**src/rtl/mem_arb_pkg.sv**
```systemverilog
// Shared definitions for the two-master memory port arbiter.
package mem_arb_pkg;

    localparam int NMASTERS = 2;

    typedef enum logic {
        IDLE    = 1'b0,
        RD_DATA = 1'b1
    } state_t;

endpackage

```
**src/rtl/mem_port_arbiter.sv**
```systemverilog
// Shares one word-addressed memory port between the core (master 0) and a secondary master.
// Define MEM_ARB_ROUND_ROBIN_EN for round-robin tie breaking; otherwise master 0 has fixed priority.
module mem_port_arbiter
    import mem_arb_pkg::*;
#(
    parameter int NBITS = 8
) (
    input  logic                clock,
    input  logic                reset,
    input  logic [NMASTERS-1:0] mReq,
    input  logic [NMASTERS-1:0] mWe,
    input  logic [NBITS-1:2]    mAddr0,
    input  logic [NBITS-1:2]    mAddr1,
    input  logic [NBITS-1:0]    mWData0,
    input  logic [NBITS-1:0]    mWData1,
    output logic [NBITS-1:0]    mRData,
    output logic [NMASTERS-1:0] mBusy,
    output logic [NBITS-1:2]    memAddress,
    output logic [NBITS-1:0]    memWriteData,
    input  logic [NBITS-1:0]    memReadData,
    output logic                memMemWrite
);

    state_t state;
    state_t next_state;
    logic   owner;
    logic   last;
    logic   grant_valid;
    logic   grant_idx;
    logic   tie_winner;

`ifdef MEM_ARB_ROUND_ROBIN_EN
    assign tie_winner = ~last;
`else
    // Fixed priority: last is kept for observability but masked out of the choice.
    assign tie_winner = last & 1'b0;
`endif

    always_ff @(posedge clock) begin
        if (reset) begin
            state <= IDLE;
            owner <= 1'b0;
            last  <= 1'b1;
        end else begin
            state <= next_state;
            if (grant_valid) begin
                last <= grant_idx;
                if (!mWe[grant_idx]) begin
                    owner <= grant_idx;
                end
            end
        end
    end

    // Losers always see mBusy = mReq; only the completing master is released.
    always_comb begin
        next_state   = state;
        grant_valid  = 1'b0;
        grant_idx    = 1'b0;
        memAddress   = '0;
        memWriteData = '0;
        memMemWrite  = 1'b0;
        mRData       = '0;
        mBusy        = '0;
        if (reset) begin
            next_state = IDLE;
        end else begin
            case (state)
                IDLE: begin
                    if (|mReq) begin
                        grant_valid  = 1'b1;
                        grant_idx    = (mReq == 2'b11) ? tie_winner : ~mReq[0];
                        memAddress   = grant_idx ? mAddr1 : mAddr0;
                        memWriteData = grant_idx ? mWData1 : mWData0;
                        mBusy        = mReq;
                        if (mWe[grant_idx]) begin
                            memMemWrite      = 1'b1;
                            mBusy[grant_idx] = 1'b0;
                        end else begin
                            next_state = RD_DATA;
                        end
                    end
                end
                RD_DATA: begin
                    memAddress   = owner ? mAddr1 : mAddr0;
                    mRData       = memReadData;
                    mBusy        = mReq;
                    mBusy[owner] = 1'b0;
                    next_state   = IDLE;
                end
                default: next_state = IDLE;
            endcase
        end
    end

endmodule

```
**config.mk**
```make
export PLATFORM = sky130hd
export DESIGN_NAME = mem_port_arbiter
export DESIGN_NICKNAME = d
export VERILOG_FILES = /design/src/rtl/mem_arb_pkg.sv /design/src/rtl/mem_port_arbiter.sv
export SDC_FILE = /design/constraint.sdc
export NUM_CORES = 1
export LEC_CHECK = 0
export ABC_AREA = 1
export CAP_MARGIN = 20
export CORE_ASPECT_RATIO = 1.25
export CORE_MARGIN = 4
export CORE_UTILIZATION = 24
export DETAILED_ROUTE_END_ITERATION = 7
export GPL_TIMING_DRIVEN = 0
export HOLD_SLACK_MARGIN = 0.15
export PLACE_DENSITY = 0.77
export SYNTH_ARGS = -nofsm -noshare
export SYNTH_HDL_FRONTEND = slang
export SYNTH_SLANG_ARGS = --single-unit
```
**constraint.sdc**
```tcl
create_clock -name clock -period 1.11 [get_ports clock]
set_clock_uncertainty 0.1 [all_clocks]
set_input_delay 0.111 -clock clock [delete_from_list [all_inputs] [get_ports clock]]
set_output_delay 0.111 -clock clock [all_outputs]
set_load 0.02 [all_outputs]
```
==> results of run 1 <==
cells in the mapped netlist:
cell type                  number  area (um^2)
sky130_fd_sc_hd__nand2_1       36        135.1
sky130_fd_sc_hd__nor2_1        27        101.4
sky130_fd_sc_hd__nand3_1       16        80.08
sky130_fd_sc_hd__inv_1          9        33.78
sky130_fd_sc_hd__o21ai_0        7        35.03
sky130_fd_sc_hd__a21oi_1        4        20.02
sky130_fd_sc_hd__a22oi_1        3        22.52
sky130_fd_sc_hd__buf_2          3        15.01
sky130_fd_sc_hd__buf_6          2        22.52
sky130_fd_sc_hd__dfxtp_1        2        40.04
sky130_fd_sc_hd__a211oi_1       1        7.510
sky130_fd_sc_hd__a31oi_1        1        6.260
sky130_fd_sc_hd__buf_4          1        7.510
sky130_fd_sc_hd__inv_2          1        3.750
sky130_fd_sc_hd__inv_4          1        6.260
sky130_fd_sc_hd__nand2_2        1        6.260
sky130_fd_sc_hd__nor2_2         1        6.260
sky130_fd_sc_hd__nor2_8         1        20.02
sky130_fd_sc_hd__o211ai_1       1        7.510
worst min-delay path, delay by kind of cell:
kind	cells	cell delay, ns
simple gates	1	0.09
buf+inv	1	0.12
compound gates	1	0.11
cell type report:
class | instances | area (um^2) | share of cell area [%]
sequential | 2 | 45.04 | 3.186
inverter | 11 | 48.80 | 3.451
tap | 31 | 38.79 | 2.743
multi-input combinational | 100 | 554.3 | 39.20
buffer | 6 | 55.05 | 3.894
timing repair buffer | 68 | 649.4 | 45.93
clock buffer | 3 | 22.52 | 1.593
what timing repair did:
| item | CTS | global route |
|---|---|---|
| setup endpoints to repair | 27 | 26 |
| gates cloned | 3 | 0 |
| resized for setup | 156 | 9 |
| pin swaps | 8 | 6 |
| setup buffers | 1 | 0 |
| endpoints found under the hold margin | 1 | 1 |
layer usage:
layer | vias to the layer above | wire length (um) | part of all wire [%]
met3 | 4 | 346 | 13
met1 | 466 | 932 | 35
met5 | - | 0 | 0
met2 | 57 | 1327 | 50
li1 | 523 | - | -
met4 | 0 | 24 | 0.91
registers in the layout (all words and copies together) (netlist names):
signal / flops
owner: 1
state: 1
metrics by stage:
step	setup TNS, ns	util (%)	instances	instance area, um^2	power (mW)
after floorplan	-0.1703	-	118	626.9	0.3085
after global placement	-21.08	58.28	214	1316	0.5760
after detailed placement	-21.50	58.28	214	1316	0.5836
after CTS	-5.886	61.39	221	1386	0.7685
after global routing	-8.082	62.60	221	1414	0.8403
final	-5.997	62.60	221	1414	0.7721
logic make-up after synthesis:
| group | count (synthesis) |
|---|---|
| simple gates | 82 |
| buf+inv | 17 |
| compound gates | 17 |
| flops | 2 |
worst paths after layout:
kind / start / endpoint / slack, ns / cells past startpoint
max reg2reg: state$_SDFF_PP0_ / owner$_SDFFE_PP0P_ / -0.09 / 5
min reg2reg: owner$_SDFFE_PP0P_ / owner$_SDFFE_PP0P_ / 0.53 / 3
max: state$_SDFF_PP0_ / memAddress[2] / -0.36 / 6
min: mReq[0] / state$_SDFF_PP0_ / 0.15 / 3
power by group through the flow:
stage          clock network [mW]  registers [mW]  logic, mW
2_1_floorplan                   0          0.0782      0.230
6_report                    0.157          0.0807      0.535
5_1_grt                     0.182          0.0809      0.577
3_5_place_dp                    0          0.0791      0.505
4_1_cts                     0.160          0.0797      0.529
3_3_place_gp                    0          0.0788      0.497
==> impl_metrics.csv, run 1 <==
group,metric,value,unit
floorplanning,chipHeight,62.81,um
synthesis,synth-xor-area-share,0,%
global_route,grtUsageMet1,16.45,%
finish,layout-area-overhead-vs-synth,145.1,%
setup_path,worstSetupStartpointType,"flop",
detailed_routing,antenna_violating_nets_post_route,0,
floorplanning,die_area,3257,um^2
synthesis,synth.ff_latch_count,2,
setup_path,worst_path_max_delay_cell,"sky130_fd_sc_hd__dfxtp_4",
global_route,grt_pass1_vias,1049,
timing,final_hold_violating_endpoints,0,
timing,final_max_slew_violation_count,0,
setup_path,crit_path_max_incr_delay,0.36,ns
timing,min_period_over_period,132.3,%
setup_path,worst_path_dominant_cell_family,"simple AND/OR/NAND/NOR gates",
detailed_routing,detailedRoute.firstPassIterationCount,4,
synthesis,multiplexer_area_fraction_after_synthesis,0,%
global_route,gr-max-usage-layer,"met2",
detailed_routing,postRouteWirelength,2631,um
power,pwr-share-seq,10.4,%
clock_tree,clock_tree.htree_level_count,1,
synthesis,avgSynthCellArea,4.888,um^2
setup_path,critical_path.n_buffers_inverters,2,
setup_path,worst_ep_arrival_time,1.26,ns
synthesis,synth-simple-area-share,60.52,%
placement,place_worst_setup_slack,-1.001,ns
synthesis,synth-compound-area-share,17.14,%
floorplanning,io-pin-count,67,
setup_path,critical_path_data_required_time,0.90,ns
finish,mostFrequentLayoutCell,"sky130_fd_sc_hd__clkdlybuf4s50_1",
detailed_routing,vias,1050,
setup_path,cpMostUsedCell,"sky130_fd_sc_hd__nor2_4",
synthesis,synth-adder-area-share,0,%
setup_path,critical_path.cell_chain,"nor2_4 -> inv_4 -> nor2_4 -> nand2_1 -> nand3_2 -> buf_6",
floorplanning,core.rowCount,19,
floorplanning,core_region_area,2258,um^2
clock_tree,tritoncts,"built",
global_route,grt_use_met3,5.489,%
timing,fmax,680.9,MHz
synthesis,dominant_combinational_cell_family_by_area_after_synthesis,"simple AND/OR/NAND/NOR gates",
global_route,initial_antenna_violation_count,0,
synthesis,postSynthNetCount,160,
detailed_routing,avgViaCountPerCell,4.751,
setup_path,criticalPathCategory,"reg -> out",
global_route,global_route.overflow_total,0,
synthesis,synth-seq-area-share,6.941,%
clock_tree,clockRootBuffer,"sky130_fd_sc_hd__clkbuf_4",
synthesis,unique_cell_type_count_in_the_yosys_netlist,19,
global_route,grt_use_total,16.14,%
timing,timing.final.ws_setup,-0.3586,ns
detailed_routing,post_drt_wl_per_cell,11.90,um
clock_tree,worst_skew_pair_later_pin_latency,0.22,ns
finish,layout.cells.most_common_list,"sky130_fd_sc_hd__clkdlybuf4s50_1 (37), sky130_fd_sc_hd__nand2_1 (33), sky130_fd_sc_hd__nor2_1 (22), sky130_fd_sc_hd__buf_6 (16), sky130_fd_sc_hd__buf_4 (15)",
placement,port_buffers,65,
setup_path,crit_path_end_kind,"output pin",
clock_tree,cts-root-to-sink-buffers,2,
flow_run,cap_violations,0,
power,p_int,0.4720,mW
timing,hold_ws,0.1508,ns
power,ir_drop,0.4131,mV
placement,gp_routability_congestion,0.8486,
floorplanning,die_w,51.85,um
finish,num-nets-final,234,
synthesis,postSynthCellCount,118,
synthesis,synthesis.area,576.8,um^2
clock_tree,cts_made_buffers,3,
setup_path,crit_path_max_fanout,5,
hold_path,timing.hold.worst.class,"in -> reg",
global_route,grt_start_max_net_pins,11,
power,power.switching,0.3001,mW
global_route,grt_pass1_wl,4312,um
power,total_leakage_power,0.6735,nW
timing,timing_worst_slew_pin_value,0.2861,ns
finish,diodes,0,
power,power_density,546.1,nW/um^2
run_status,violated_checks,"setup timing",
clock_tree,clk_pin_slew,0.03,ns
placement,detailedPlacementHpwl,2084,um
detailed_routing,initialDrtViolationCount,20,
timing,timing.slew.headroom,80.93,%
timing,setup_viol,26,
power,power.share.switching,38.87,%
power,p_clk_share,20.3,%
floorplanning,starting_density_of_the_core,25.54,%
global_route,met2_track_utilization_from_global_routing,30.97,%
detailed_routing,route.detailed.drc,0,
finish,fillers,218,
clock_tree,sinks_on_the_clock_net,2,
finish,final_layout_size_suffix_gt1_share,32.11,%
timing,final_period_minus_worst_setup_slack,1.469,ns
timing,grt_setup_unrepaired,"yes",
run_status,status,"finished with violations",
synthesis,synth-warning-count,0,
power,pwr-share-comb,69.3,%
Power figures use the tool's default switching activity.
==> inputs of run 2 (changes only) <==
SLEW_MARGIN = 20   (was not set)
TNS_END_PERCENT = 10   (was not set)
==> run 2 against run 1 <==
Effect of this change:
- the flow still finishes with violations (setup timing)
- cell area grew 3.8%
- clock-buffer cell count is the same
- register-to-register slack is essentially flat
- clock power grew 3%
- sequential power shrank 0.7%
- critical endpoint is now memAddress[5]
- largest cell class unchanged
==> impl_metrics.csv, run 2 (synthesis results as in run 1) <==
group,metric,value,unit
timing,final_max_slew_violation_count,0,
placement,placed_cell_area,1306,um^2
global_route,grt_pass1_vias,1025,
timing,min_period_over_period,134.1,%
power,total_leakage_power,0.6972,nW
setup_path,worst_path_dominant_cell_family,"simple AND/OR/NAND/NOR gates",
detailed_routing,initialDrtViolationCount,19,
setup_path,worst_ep_arrival_time,1.28,ns
timing,setup_viol,26,
floorplanning,die_w,51.85,um
global_route,grt_pass1_wl,4188,um
finish,fillers,227,
finish,final_layout_size_suffix_gt1_share,35.60,%
timing,final_hold_violating_endpoints,0,
clock_tree,clk_pin_slew,0.03,ns
power,power.switching,0.3128,mW
finish,mostFrequentLayoutCell,"sky130_fd_sc_hd__clkdlybuf4s50_1",
timing,grt_setup_unrepaired,"yes",
power,p_int,0.4922,mW
floorplanning,chipHeight,62.81,um
detailed_routing,detailedRoute.firstPassIterationCount,5,
timing,timing_worst_slew_pin_value,0.3242,ns
setup_path,worst_path_max_delay_cell,"sky130_fd_sc_hd__dfxtp_4",
global_route,grt_start_max_net_pins,11,
setup_path,critical_path.cell_chain,"nor2_4 -> inv_4 -> nor2_8 -> buf_12 -> nand2_2 -> nand3_2 -> buf_6",
clock_tree,cts_made_buffers,3,
finish,finalInstanceArea,1468,um^2
clock_tree,clock_tree.htree_level_count,1,
floorplanning,io-pin-count,67,
detailed_routing,antenna_violating_nets_post_route,0,
finish,leading_registers_by_flop_count,"owner: 1 flops, state: 1 flops",
clock_tree,sinks_on_the_clock_net,2,
finish,diodes,0,
placement,port_buffers,65,
detailed_routing,route.detailed.drc,0,
clock_tree,tritoncts,"built",
power,pwr-share-seq,9.9,%
detailed_routing,vias,1074,
floorplanning,die_area,3257,um^2
run_status,status,"finished with violations",
placement,place_worst_setup_slack,-0.9948,ns
setup_path,critical_path_data_required_time,0.90,ns
global_route,initial_antenna_violation_count,0,
power,power_density,548.4,nW/um^2
finish,num-nets-final,235,
placement,detailedPlacementHpwl,2091,um
hold_path,timing.hold.worst.class,"in -> reg",
power,pwr-share-comb,70.1,%
power,ir_drop,0.3093,mV
timing,fmax,672.0,MHz
floorplanning,starting_density_of_the_core,25.54,%
detailed_routing,post_drt_wl_per_cell,12.70,um
finish,final_core_utilization,64.99,%
timing,hold_ws,0.08982,ns
timing,timing.slew.headroom,78.39,%
global_route,global_route.overflow_total,0,
clock_tree,cts-root-to-sink-buffers,2,
finish,layout.cells.most_common_list,"sky130_fd_sc_hd__clkdlybuf4s50_1 (38), sky130_fd_sc_hd__nand2_1 (29), sky130_fd_sc_hd__nor2_1 (22), sky130_fd_sc_hd__buf_6 (19), sky130_fd_sc_hd__buf_4 (14)",
floorplanning,core_region_area,2258,um^2
setup_path,crit_path_max_fanout,5,
timing,final_period_minus_worst_setup_slack,1.488,ns
finish,layout-area-overhead-vs-synth,154.4,%
placement,gp_routability_congestion,0.8732,
timing,tns,-6.376,ns
setup_path,worstSetupStartpointType,"flop",
setup_path,crit_path_max_incr_delay,0.35,ns
run_status,violated_checks,"setup timing",
flow_run,cap_violations,0,
setup_path,critical_path.n_buffers_inverters,3,
setup_path,crit_path_end_kind,"output pin",
floorplanning,core.rowCount,19,
detailed_routing,avgViaCountPerCell,4.838,
clock_tree,worst_skew_pair_later_pin_latency,0.22,ns
clock_tree,clockRootBuffer,"sky130_fd_sc_hd__clkbuf_4",
global_route,grt_use_total,16.08,%
power,power.share.switching,38.86,%
detailed_routing,postRouteWirelength,2819,um
setup_path,criticalPathCategory,"reg -> out",
power,p_clk_share,20.0,%
timing,timing.final.ws_setup,-0.3780,ns
## run 2: cell types whose count changed in the layout (fill, tap and decap cells not counted), sizes merged
cell           before  now
clkdlybuf4s15       0    1
clkdlybuf4s50      37   38
nor2               30   29
buf                34   36
dlygate4sd2         3    1
## run 2: routing by layer
layer  vias to the layer above  part of all wire [%]  global-route usage, %  routed length, um
met5                         -                     0                      0                  0
met4                         0                  0.67                  5.574                 19
met3                         4                    11                  6.205                322
met2                        58                    54                  29.40               1525
met1                       484                    34                  15.69                951
li1                        528                     -                      -                  -
## run 2: what timing repair did
action	in CTS	in global routing
endpoints found under the setup margin	27	26
setup buffers	4	1
gates resized for setup	156	25
endpoints found under the hold margin	1	1
pin swaps	3	2
## run 2: power by group through the flow
stage | clock network (mW) | logic (mW) | registers [mW]
floorplan | 0 | 0.227 | 0.0782
global placement | 0 | 0.493 | 0.0788
detailed placement | 0 | 0.500 | 0.0786
CTS | 0.169 | 0.524 | 0.0801
global route | 0.182 | 0.604 | 0.0805
finish | 0.161 | 0.564 | 0.0801
## run 2: worst register-to-register path: stages (launching register included)
cell,delay (ns)
sky130_fd_sc_hd__dfxtp_4,0.35
sky130_fd_sc_hd__nor2_4,0.16
sky130_fd_sc_hd__inv_4,0.07
sky130_fd_sc_hd__nor2_8,0.10
sky130_fd_sc_hd__buf_6,0.13
sky130_fd_sc_hd__buf_4,0.10
sky130_fd_sc_hd__a21oi_1,0.03
sky130_fd_sc_hd__nor2_1,0.09
## run 2: stage by stage
| step | power, mW | cells |
|---|---|---|
| after floorplan | 0.3051 | 118 |
| after global placement | 0.5719 | 214 |
| after detailed placement | 0.5791 | 214 |
| after CTS | 0.7727 | 221 |
| after global routing | 0.8668 | 222 |
| final | 0.8049 | 222 |
## run 2: final cells by class
class / instances / area (um^2) / area share [%]
inverter: 11 / 48.80 / 3.325
sequential: 2 / 45.04 / 3.069
multi-input combinational: 99 / 564.3 / 38.45
buffer: 6 / 55.05 / 3.751
tap: 31 / 38.79 / 2.643
timing repair buffer: 70 / 693.2 / 47.23
clock buffer: 3 / 22.52 / 1.535
## run 2: final timing paths
path                       from  slack [ns]            endpoint  cells past startpoint
max            state$_SDFF_PP0_       -0.38       memAddress[5]                      7
min                     mReq[0]        0.09    state$_SDFF_PP0_                      3
max reg2reg    state$_SDFF_PP0_       -0.09  owner$_SDFFE_PP0P_                      7
min reg2reg  owner$_SDFFE_PP0P_        0.54  owner$_SDFFE_PP0P_                      3
==> inputs of run 3 (changes only) <==
CORE_UTILIZATION = 27   (was 24)
PLACE_DENSITY = 0.82   (was 0.77)
clock period = 1.65 ns   (was 1.11 ns; I/O delays follow)
==> run 3 against run 2 <==
Effect of this change:
- the run now ends clean
- wire length fell by 10%
- largest cell class unchanged
- global-route usage rose by 0.98 points
- register-to-register slack improved by 0.65 ns
- highest routed layer unchanged
==> impl_metrics.csv, run 3 (synthesis results as in run 1) <==
group,metric,value,unit
run_status,status,"finished clean",
timing,grt_setup_unrepaired,"yes",
setup_path,crit_path_max_incr_delay,0.33,ns
clock_tree,tritoncts,"built",
setup_path,critical_path.cell_chain,"nor2_4 -> inv_2 -> nor2_8 -> nand2_1 -> nand3_1 -> clkdlybuf4s15_2",
global_route,gr-max-usage-layer,"met2",
timing,final_hold_violating_endpoints,0,
power,ir_drop,0.2256,mV
setup_path,worst_path_dominant_cell_family,"simple AND/OR/NAND/NOR gates",
clock_tree,cts-root-to-sink-buffers,2,
global_route,grt_pass1_wl,3988,um
power,power_density,378.0,nW/um^2
finish,finalInstanceArea,1220,um^2
global_route,grt_use_met3,7.731,%
placement,gp_routability_congestion,0.7334,
floorplanning,chipHeight,59.68,um
clock_tree,sinks_on_the_clock_net,2,
floorplanning,core.rowCount,18,
setup_path,critical_path.n_buffers_inverters,2,
hold_path,timing.hold.worst.class,"in -> reg",
setup_path,crit_path_max_fanout,9,
finish,layout-area-overhead-vs-synth,111.5,%
global_route,grt_start_max_net_pins,11,
floorplanning,core_region_area,2004,um^2
timing,final_period_minus_worst_setup_slack,1.617,ns
floorplanning,io-pin-count,67,
placement,port_buffers,65,
detailed_routing,route.detailed.drc,0,
detailed_routing,antenna_violating_nets_post_route,0,
setup_path,crit_path_end_kind,"output pin",
setup_path,worst_path_max_delay_cell,"sky130_fd_sc_hd__dfxtp_2",
timing,hold_ws,0.1700,ns
global_route,grt_pass1_vias,942,
finish,layout.cells.most_common_list,"sky130_fd_sc_hd__clkdlybuf4s50_1 (38), sky130_fd_sc_hd__nand2_1 (36), sky130_fd_sc_hd__nor2_1 (26), sky130_fd_sc_hd__nand3_1 (16), sky130_fd_sc_hd__buf_2 (13)",
finish,final_core_utilization,60.86,%
clock_tree,clock_tree.htree_level_count,1,
clock_tree,clockRootBuffer,"sky130_fd_sc_hd__clkbuf_4",
detailed_routing,initialDrtViolationCount,18,
setup_path,worstSetupStartpointType,"flop",
finish,diodes,0,
timing,fmax,618.5,MHz
floorplanning,die_w,49.34,um
timing,timing_worst_slew_pin_value,0.2532,ns
global_route,grtUsageMet1,16.24,%
floorplanning,die_area,2944,um^2
detailed_routing,vias,999,
global_route,met2_track_utilization_from_global_routing,31.61,%
global_route,global_route.overflow_total,0,
clock_tree,cts.hold.buffers_added,0,
placement,numPlacedInstances,203,
placement,placed_cell_area,1252,um^2
power,total_leakage_power,0.6233,nW
placement,detailedPlacementHpwl,2032,um
setup_path,criticalPathCategory,"reg -> out",
finish,final_cell_count_no_fill,206,
detailed_routing,avgViaCountPerCell,4.850,
finish,mostFrequentLayoutCell,"sky130_fd_sc_hd__clkdlybuf4s50_1",
detailed_routing,detailedRoute.firstPassIterationCount,4,
timing,timing.slew.headroom,83.12,%
power,finalPower,0.4611,mW
flow_run,cap_violations,0,
timing,final_max_slew_violation_count,0,
detailed_routing,post_drt_wl_per_cell,12.26,um
clock_tree,clk_pin_slew,0.03,ns
setup_path,critical_path_data_required_time,1.38,ns
clock_tree,cts_made_buffers,3,
timing,setup_viol,0,
detailed_routing,postRouteWirelength,2526,um
finish,leading_registers_by_flop_count,"owner: 1 flops, state: 1 flops",
timing,min_period_over_period,97.99,%
floorplanning,starting_density_of_the_core,28.78,%
global_route,initial_antenna_violation_count,0,
finish,num-nets-final,230,
finish,final_layout_size_suffix_gt1_share,18.82,%
setup_path,worst_ep_arrival_time,1.35,ns
clock_tree,worst_skew_pair_later_pin_latency,0.22,ns
global_route,grt_use_total,17.06,%
-- run 3: stage by stage --
stage | TNS (ns) | worst slack, ns
after floorplan | 0 | 0.2400
after global placement | -8.685 | -0.4773
after detailed placement | -9.470 | -0.5388
after CTS | 0 | 0.002510
after global routing | -0.08039 | -0.08039
final | 0 | 0.03313
-- run 3: final timing paths --
kind | from | to | slack, ns | depth (start not counted)
worst min register to register | owner$_SDFFE_PP0P_ | owner$_SDFFE_PP0P_ | 0.55 | 3
worst min-delay path | mReq[0] | state$_SDFF_PP0_ | 0.17 | 3
worst max register to register | state$_SDFF_PP0_ | owner$_SDFFE_PP0P_ | 0.56 | 5
worst max-delay path | state$_SDFF_PP0_ | memAddress[5] | 0.03 | 6
-- run 3: layout make-up --
cell class,count,area (um^2)
repair buffers,65,584.3
flip-flops and latches,2,41.29
fillers,202,784.5
multi-input cells,99,455.4
plain buffers,6,47.55
clock buffers,3,22.52
well taps,20,25.02
inverters,11,43.79
-- run 3: worst reg2reg max path: cells and delay by family (launching register included) --
family	cells	cell delay, ns
AO/OA/AOI/OAI	1	0.13
buffers and inverters	1	0.15
flip-flops	1	0.33
AND/OR/NAND/NOR	3	0.28
-- run 3: repair_timing --
| action | CTS | global route |
|---|---|---|
| resized for setup | 70 | 11 |
| endpoints found under the setup margin | 25 | 19 |
| buffers inserted | 0 | 0 |
-- run 3: metal layers --
layer	share of wire [%]	up-vias
met3	11	2
met1	38	428
met4	0.67	0
met5	0	-
met2	50	51
li1	-	518
-- run 3: power by group --
| part | switching, mW | total (mW) | leakage, nW | internal, mW |
|---|---|---|---|---|
| Clock | 0.0272 | 0.107 | 0.0138 | 0.0802 |
| Sequential | 0.00246 | 0.0536 | 0.0167 | 0.0511 |
| Combinational | 0.148 | 0.300 | 0.593 | 0.152 |
